`src/rtl/burgertime_pkg.sv`:
```
// Shared constants and types for the chef sprite pipeline.
package burgertime_pkg;

   localparam int unsigned SPR_W      = 16;
   localparam int unsigned SPR_H      = 16;
   localparam int unsigned H_ACTIVE   = 640;
   localparam int unsigned V_TOTAL    = 525;
   localparam int unsigned ROM_ADDR_W = 10;
   localparam int unsigned COORD_W    = 10;
   localparam int unsigned PIX_W      = 3;
   localparam int unsigned COL_W      = 4;

   typedef enum logic [1:0] {IDLE, CLEAR, ADDR, CAPTURE} fetch_state_t;

   typedef logic [1:0] anim_frame_t;

   // Walk cycle 1 -> 2 -> 3 -> 1; the idle frame 0 enters the cycle at 1.
   function automatic anim_frame_t next_anim(input anim_frame_t f);
      return (f == 2'd3) ? 2'd1 : anim_frame_t'(f + 2'd1);
   endfunction

endpackage

```
`src/rtl/chef_anim_ctrl.sv`:
```
// Per-frame latch of chef position/direction plus walk-animation divider.
// Macro CHEF_FLIP_EN enables latching of the facing direction.
module chef_anim_ctrl
   import burgertime_pkg::*;
#(
   parameter int unsigned ANIM_DIV = 8
) (
   input  logic               Clk,
   input  logic               Reset,
   input  logic               frame_clk,
   input  logic [COORD_W-1:0] chef_x_in,
   input  logic [COORD_W-1:0] chef_y_in,
   input  logic               chef_moving,
   input  logic               chef_dir_left,
   output logic [COORD_W-1:0] chef_x,
   output logic [COORD_W-1:0] chef_y,
   output logic               dir_left,
   output anim_frame_t        anim_frame
);

   localparam int unsigned DIV_W = (ANIM_DIV > 1) ? $clog2(ANIM_DIV) : 1;

   logic             fc_q;
   logic             latch;
   logic             moving;
   logic [DIV_W-1:0] div_cnt;
   anim_frame_t      anim_q;

   assign latch      = frame_clk & ~fc_q;
   assign anim_frame = moving ? anim_q : anim_frame_t'(0);

   always_ff @(posedge Clk) begin
      if (Reset) begin
         fc_q     <= 1'b0;
         chef_x   <= '0;
         chef_y   <= '0;
         moving   <= 1'b0;
         dir_left <= 1'b0;
         div_cnt  <= '0;
         anim_q   <= '0;
      end else begin
         fc_q <= frame_clk;
         if (latch) begin
            chef_x <= chef_x_in;
            chef_y <= chef_y_in;
            moving <= chef_moving;
`ifdef CHEF_FLIP_EN
            dir_left <= chef_dir_left;
`else
            // Direction is observed but forced low, so the mirror path folds away.
            dir_left <= chef_dir_left & 1'b0;
`endif
            if (!chef_moving) begin
               div_cnt <= '0;
               anim_q  <= '0;
            end else if (div_cnt == DIV_W'(ANIM_DIV - 1)) begin
               div_cnt <= '0;
               anim_q  <= next_anim(anim_q);
            end else begin
               div_cnt <= div_cnt + DIV_W'(1);
            end
         end
      end
   end

endmodule

```
`src/rtl/chef_sprite_engine.sv`:
```
// Chef sprite engine: hblank line fetch from sprite ROM and per-pixel lookup.
// Macro CHEF_FLIP_EN enables horizontal mirroring when the chef faces left.
module chef_sprite_engine
   import burgertime_pkg::*;
#(
   parameter int unsigned ANIM_DIV = 8,
   parameter int unsigned FETCH_X  = 640
) (
   input  logic                  Clk,
   input  logic                  Reset,
   input  logic                  frame_clk,
   input  logic [COORD_W-1:0]    DrawX,
   input  logic [COORD_W-1:0]    DrawY,
   input  logic [COORD_W-1:0]    chef_x_in,
   input  logic [COORD_W-1:0]    chef_y_in,
   input  logic                  chef_moving,
   input  logic                  chef_dir_left,
   output logic [ROM_ADDR_W-1:0] rom_addr,
   input  logic [PIX_W-1:0]      rom_data,
   output logic                  chef,
   output logic [PIX_W-1:0]      sprite_color_index
);

   logic [COORD_W-1:0] chef_x, chef_y;
   logic               dir_left;
   anim_frame_t        anim_frame;

   chef_anim_ctrl #(.ANIM_DIV(ANIM_DIV)) u_anim (
      .Clk           (Clk),
      .Reset         (Reset),
      .frame_clk     (frame_clk),
      .chef_x_in     (chef_x_in),
      .chef_y_in     (chef_y_in),
      .chef_moving   (chef_moving),
      .chef_dir_left (chef_dir_left),
      .chef_x        (chef_x),
      .chef_y        (chef_y),
      .dir_left      (dir_left),
      .anim_frame    (anim_frame)
   );

   logic [COORD_W-1:0] dx_q;
   logic               trig;
   logic [COORD_W-1:0] next_y, row;
   logic               in_sprite;

   // DrawX holds for two clocks per pixel; this history makes the trigger one pulse.
   always_ff @(posedge Clk) dx_q <= DrawX;

   assign trig      = (DrawX == COORD_W'(FETCH_X)) && (dx_q != COORD_W'(FETCH_X));
   assign next_y    = (DrawY == COORD_W'(V_TOTAL - 1)) ? '0 : DrawY + COORD_W'(1);
   assign row       = next_y - chef_y;
   assign in_sprite = ({1'b0, next_y} >= {1'b0, chef_y}) && ({1'b0, row} < 11'(SPR_H));

   fetch_state_t     state;
   logic [COL_W-1:0] col;
   logic [3:0]       row_q;
   logic [PIX_W-1:0] line_buf [SPR_W];

   // rom_addr is loaded on entry to ADDR so the ROM data is ready by CAPTURE.
   always_ff @(posedge Clk) begin
      if (Reset) begin
         state    <= IDLE;
         col      <= '0;
         row_q    <= '0;
         rom_addr <= '0;
         for (int i = 0; i < SPR_W; i++) line_buf[i] <= '0;
      end else begin
         case (state)
            IDLE: if (trig) begin
               if (in_sprite) begin
                  col      <= '0;
                  row_q    <= row[3:0];
                  rom_addr <= {anim_frame, row[3:0], COL_W'(0)};
                  state    <= ADDR;
               end else begin
                  state <= CLEAR;
               end
            end
            CLEAR: begin
               for (int i = 0; i < SPR_W; i++) line_buf[i] <= '0;
               state <= IDLE;
            end
            ADDR: state <= CAPTURE;
            CAPTURE: begin
               line_buf[col] <= rom_data;
               if (col == COL_W'(SPR_W - 1)) begin
                  state <= IDLE;
               end else begin
                  col      <= col + COL_W'(1);
                  rom_addr <= {anim_frame, row_q, col + COL_W'(1)};
                  state    <= ADDR;
               end
            end
            default: state <= IDLE;
         endcase
      end
   end

   logic [10:0]      x_end;
   logic             hit;
   logic [COL_W-1:0] pcol, bcol;

   assign x_end = {1'b0, chef_x} + 11'(SPR_W);
   assign hit   = (DrawX < COORD_W'(H_ACTIVE)) && (DrawX >= chef_x) && ({1'b0, DrawX} < x_end);
   assign pcol  = COL_W'(DrawX - chef_x);
   // With a 16-wide sprite, SPR_W-1-col is the bitwise inverse of col.
   assign bcol  = pcol ^ {COL_W{dir_left}};

   assign sprite_color_index = hit ? line_buf[bcol] : '0;
   assign chef               = (sprite_color_index != '0);

endmodule

```
`config.mk`:
```
export PLATFORM = sky130hd
export DESIGN_NAME = chef_sprite_engine
export DESIGN_NICKNAME = d
export VERILOG_FILES = /design/src/rtl/burgertime_pkg.sv /design/src/rtl/chef_anim_ctrl.sv /design/src/rtl/chef_sprite_engine.sv
export SDC_FILE = /design/constraint.sdc
export NUM_CORES = 1
export LEC_CHECK = 0
export CORE_ASPECT_RATIO = 1.2
export CORE_MARGIN = 3
export CORE_UTILIZATION = 50
export DETAILED_ROUTE_END_ITERATION = 10
export GPL_TIMING_DRIVEN = 0
export PLACE_DENSITY = 0.72
export SYNTH_ARGS = -nofsm -noshare
export SYNTH_HDL_FRONTEND = slang
export SYNTH_HIERARCHICAL = 1
export SYNTH_SLANG_ARGS = --single-unit
```
`constraint.sdc`:
```
create_clock -name Clk -period 7.3 [get_ports Clk]
set_input_delay 2.19 -clock Clk [delete_from_list [all_inputs] [get_ports Clk]]
set_output_delay 2.19 -clock Clk [all_outputs]
set_load 0.01 [all_outputs]
```
======== After elaboration in Yosys (flattened, before gate mapping) ========
Memory sizes are Yosys's and may differ from the RTL's.
Cells that the tools add are included.
operators by class
  bitwise logic cells ..................... 18
  shifts and indexed selects .............. 0
  equal/unequal tests ..................... 13
  add/subtract/negate cells ............... 7
  $mul .................................... 0
  magnitude comparators ................... 5
  divide/modulo/power cells ............... 0
  reductions and logical operators ........ 11
  mux-type cells .......................... 47
operator list
  kind                                                  number
  2-to-1 mux 3 bit                                      20
  2-to-1 mux 10 bit                                     4
  == test 10 bit (second input constant)                2
  greater-or-equal comparator 10 bit                    2
  one-hot mux 10 bit (2 select lines)                   1
  2-to-1 mux 4 bit                                      4
  bitwise OR 1 bit                                      16
  2-to-1 mux 2 bit                                      7
  adder 10 x 5 -> 11 bit (second input constant)        1
  < comparator 10 x 11 -> 1 bit                         1
  adder 10 x 1 -> 10 bit (second input constant)        1
  < comparator 10 bit (second input constant)           1
  < comparator 10 x 5 -> 1 bit (second input constant)  1
  inequality test 10 bit (second input constant)        1
  subtractor 10 bit                                     1
  2-to-1 mux 1 bit                                      9
  one-hot mux 2 bit (4 select lines)                    1
  one-hot mux 4 bit (2 select lines)                    1
  == test 2 bit (second input constant)                 3
  inequality test 2 bit (second input constant)         3
  adder 4 x 1 -> 4 bit (second input constant)          1
  == test 4 bit (second input constant)                 1
  logical AND 1 bit                                     4
  AND reduction 4 bit                                   1
  other kinds (14)                                      14
storage, ports and cells
  word-level logic and storage cells ...... 113
  latch bits .............................. 0
  output and inout port bits .............. 14
  RAM bits ................................ 48
  bits in read-only memories .............. 0
  memories ................................ 1
  bits in registers ....................... 57
memories
  name      depth  width  rd ports  clocked after Yosys merged registers in  wr ports  RTL line                  RTL
  line_buf  16     3      1         0                                        16        chef_sprite_engine.sv:58  logic [PIX_W-1:0] line_buf [SPR_W];

======== Longest topological paths before layout ========
  word-level depth ........................ 8
  gate-level depth with buffers ........... 14
  depth with buffers taken out ............ 14

======== By module ========
The synthesis kept the hierarchy.
by module, submodules not included
  module              area each (um2)  times used  cells each
  chef_sprite_engine  4769.6           1           463
  chef_anim_ctrl      1201.2           1           126

======== Least setup slack after synthesis ========
Ideal clock, no wire load.
  path type ............................... input-to-output
  start point ............................. in DrawX[0]
  end point ............................... out chef
  buffers on the path ..................... 1
  required time ........................... 5.110 ns
  stages .................................. 10
  path slack .............................. 0.427 ns
  arrival time ............................ 4.683 ns
  path through ............................ inv_1 ha_1 inv_1 fa_1 xor2_1 clkbuf_1 mux4_2 mux2i_1 o21ai_0 o31a_1
on the way
  word-level cells in the longest chain between the ends .. 5
  elaborated cells on any way between the ends .. 9
RTL lines
  item                                                      RTL line                   RTL
  start: declaration                                        chef_sprite_engine.sv:12   input logic [COORD_W-1:0] DrawX,
  branches (longest 3 deep; another with subtractor 4 bit)  -
  2-to-1 mux 3 bit (*)                                      chef_sprite_engine.sv:110  assign sprite_color_index = hit ? line_buf[bcol] : '0;
  nonzero test 3 bit (*)                                    chef_sprite_engine.sv:111  assign chef = (sprite_color_index != '0);
  end: declaration                                          chef_sprite_engine.sv:20   output logic chef,
Every way passes the cells marked *.

======== Final worst setup path ========
  start point ............................. in DrawX[0]
  end point ............................... out sprite_color_index[0]
on the way
  word-level cells in the longest chain between the ends .. 4
  elaborated cells on any way between the ends .. 8
RTL lines
  item                                                      RTL line                   RTL
  branches (longest 3 deep; another with subtractor 4 bit)  -
  2-to-1 mux 3 bit (*)                                      chef_sprite_engine.sv:110
  end: declaration                                          chef_sprite_engine.sv:21   output logic [PIX_W-1:0] sprite_color_index
Marks and branches as above.

==> results.yml <==
logic_synthesis:
  synth.most_common_cell: "and2_1"
  synth_cells: 589
  synth_edf_count: 48
  netlist.area_leader.share_pct: 24.1
  synthTopCellsByArea: "edfxtp_1 24%, dfxtp_1 18%, ha_1 7.5%, and2_1 5.9%, mux4_2 4.5%"
  netlist_top_cells_count: "56 x and2_1, 53 x dfxtp_1, 48 x edfxtp_1, 45 x nand2_1, 36 x ha_1"
  synthesis.nets: 675
  syn-mean-instance-area_sq_um: 10.1
  netlist_area_sq_um: 5970
  async_reset_ff_share_pct: 0
  ys_ff_latch: 101
  yosysWarnings: 6
  seq_area_frac_synth_pct: 41.9
  ys_types: 62
  yosysTopAreaCell: "edfxtp_1"
  yosys_most_used_dff: "dfxtp_1"
timing:
  fin_crit_ns: 7.16
  worst_pin_slew_ns: 0.741
  timing.fmax_ghz: 0.140
  clock_skew_ns: 0.00798
  maxSlewViolCount: 0
  relSlewSlack_pct: 50.1
  period_share_pct: 98.1
  hold_viol_final: 0
  finalSetupViolCount: 0
cells_and_area:
  stdcell_count: 823
  num_antenna_cells: 0
  multiInputGateArea_sq_um: 3210
  layout-drive-gt1-share_pct: 15.2
  area_delta_synth_final_pct: 18.8
  final_core_util_pct: 61.0
  fin_nets: 747
  seqCellArea_sq_um: 2500
  fillers: 997
worst_setup_path:
  crit_chain: "dlygate4sd2_1 -> inv_1 -> ha_2 -> inv_1 -> fa_1 -> xor2_2 -> buf_4 -> mux4_2 -> mux2_2 -> nand2_1 -> o21ai_2 -> and2_1 -> dlygate4sd2_1"
  critical_path_class: "in2out"
  required_ns: 5.11
  arrival_ns: 4.97
  crit_fanout: 3
  worstSetupStartpointType: "primary input"
  critPathCaptureType: "output port"
  cp.buffers_inverters: 5
  critical-path-top-delay-family: "buffers and inverters"
  crit_slowest_cell: "fa_1"
  crit_path_max_incr_delay_ns: 0.53
clocking:
  clockBufferDepth: 2
  cts_sinks: 101
  tritoncts: "done"
  htreeDepth: 3
  clkTransAtPathRegs_ns: 0.07
  root_buffer: "clkbuf_16"
  clk_latency_ns: 0.34
  cts_buffers: 9
global_route:
  antenna_found_initial: 0
  overflow: 0
  grt_usage_pct: 20.2
  grt_max_degree: 19
  grt_pass1_vias: 4665
  grt_pass1_wl_um: 21800
route:
  drt_wl_total_um: 13000
  wl_per_cell_um: 15.9
  vias_per_cell: 5.41
  vias: 4453
  antenna_left: 0
  drc: 0
  drt_iter0_drc: 143
  dr.pass1.iters: 6
floorplan:
  die_area_sq_um: 13300
  core_area_sq_um: 11600
  die_h_um: 126
  start_util_pct: 51.4
  std_cell_rows: 43
  die_w_um: 106
  ios: 62
placed_design:
  hpwl_um: 10300
  portBuffers: 60
  place.gp.congestion: 0.867
  placed_cells: 806
power:
  p_per_area_nw_per_um2: 191
  pwr-share-comb_pct: 20.3
  fin_total_pwr_mw: 1.35
  clkPwrFrac_pct: 33.9
  p_leak_nw: 2.66
  switching_share_pct: 27.7
  seqPwrFrac_pct: 45.8
  power.internal_mw: 0.978
  peakVddDrop_mv: 0.0931
  switchingPower_mw: 0.374
status:
  status: "finished, final reports clean"
hold_path:
  hold_class: "reg2reg"
run:
  cap_violations: 0
area by class of cell:
cell class	count	share of cell area, %
Clock buffer	10	3.23
Buffer	24	2.43
Clock inverter	6	0.759
Tap cell	157	2.77
Inverter	35	1.85
Sequential cell	101	35.3
Timing Repair Buffer	61	8.41
Multi-Input combinational cell	429	45.3
power groups by stage:
stage               Sequential (mW)  Combinational (mW)  Clock [mW]
finish                        0.619               0.274       0.459
global route                  0.621               0.303       0.488
CTS                           0.619               0.272       0.466
detailed placement            0.632               0.265           0
global placement              0.631               0.258           0
floorplan                     0.628               0.183           0
path summary, 6_finish.rpt:
| check | cells past startpoint | slack [ns] | startpoint | to |
|---|---|---|---|---|
| worst min-delay path | 2 | 0.46 | u_anim/chef_x[3] | u_anim/chef_x[3] |
| worst max-delay path | 13 | 0.14 | DrawX[0] | sprite_color_index[0] |
| worst max register to register | 10 | 4.01 | u_anim/chef_y[4] | rom_addr[6] |
| worst min register to register | 2 | 0.46 | u_anim/chef_x[3] | u_anim/chef_x[3] |
stage by stage:
stage	TNS [ns]	hold slack, ns	setup WS (ns)	cell area (sq um)
finish	0	0.459	0.142	7090
global placement	-3.01	0.446	-0.912	6770
floorplan	0	0.435	0.427	5970
detailed placement	-3.32	0.453	-0.974	6770
CTS	0	0.463	0.00410	7090
global route	-0.0153	0.491	-0.0153	7090
placed cells by master, fill, tap and decap left out, types with 7 or more instances in the layout:
cell,Yosys,routed
nand3_1,14,14
a21oi_1,22,22
clkbuf_1,14,13
a21oi_2,20,20
a211o_1,7,7
mux2i_1,12,11
and2_1,56,56
xor2_1,8,7
ha_1,36,35
nor2_1,32,32
nand2_1,45,45
clkbuf_16,0,9
nor3_1,8,8
nand2_2,20,20
nand2b_1,18,18
mux4_2,12,12
inv_1,35,35
clkdlybuf4s50_1,0,54
edfxtp_1,48,48
dfxtp_1,53,53
o21ai_0,24,23
xnor2_1,15,13
flip-flops by register name (all words and copies together) (netlist names):
signal,flops
dx_q,10
u_anim/chef_x,10
u_anim/div_cnt,3
state,2
rom_addr,10
u_anim/chef_y,10
u_anim/moving,1
u_anim/anim_q,2
row_q,4
line_buf,48
u_anim/fc_q,1
worst min-delay path, delay by kind of cell (launching register included):
family | cells | cell delay (ns)
simple gates | 1 | 0.05
flops | 1 | 0.31
compound gates | 1 | 0.05
metal layers:
metal  global-route usage (%)  share of wire, %  routed length, um
met1                     23.5                42               5450
met5                        0                 0                  0
met2                     37.5                53               6960
met3                     3.13               3.6                472
met4                     7.32               1.2                158
kinds of logic after synthesis:
family                     synth area share [%]
and+or+nand+nor                            21.7
AOI/OAI and AO/OA                          12.3
DFF                                        41.9
buffers and inverters                      4.86
adders and majority gates                  8.21
muxes                                      7.61
xor gates and xnor gates                   3.37
other                                    0.0628
timing repair:
action,4_1_cts,5_1_grt
setup endpoints to repair,4,2
cloned,0,0
setup buffers,1,0
resized for setup,16,4
pin swaps,2,4
hold endpoints to repair,0,0
hold buffers,0,0
Power figures use the tool's default switching activity.
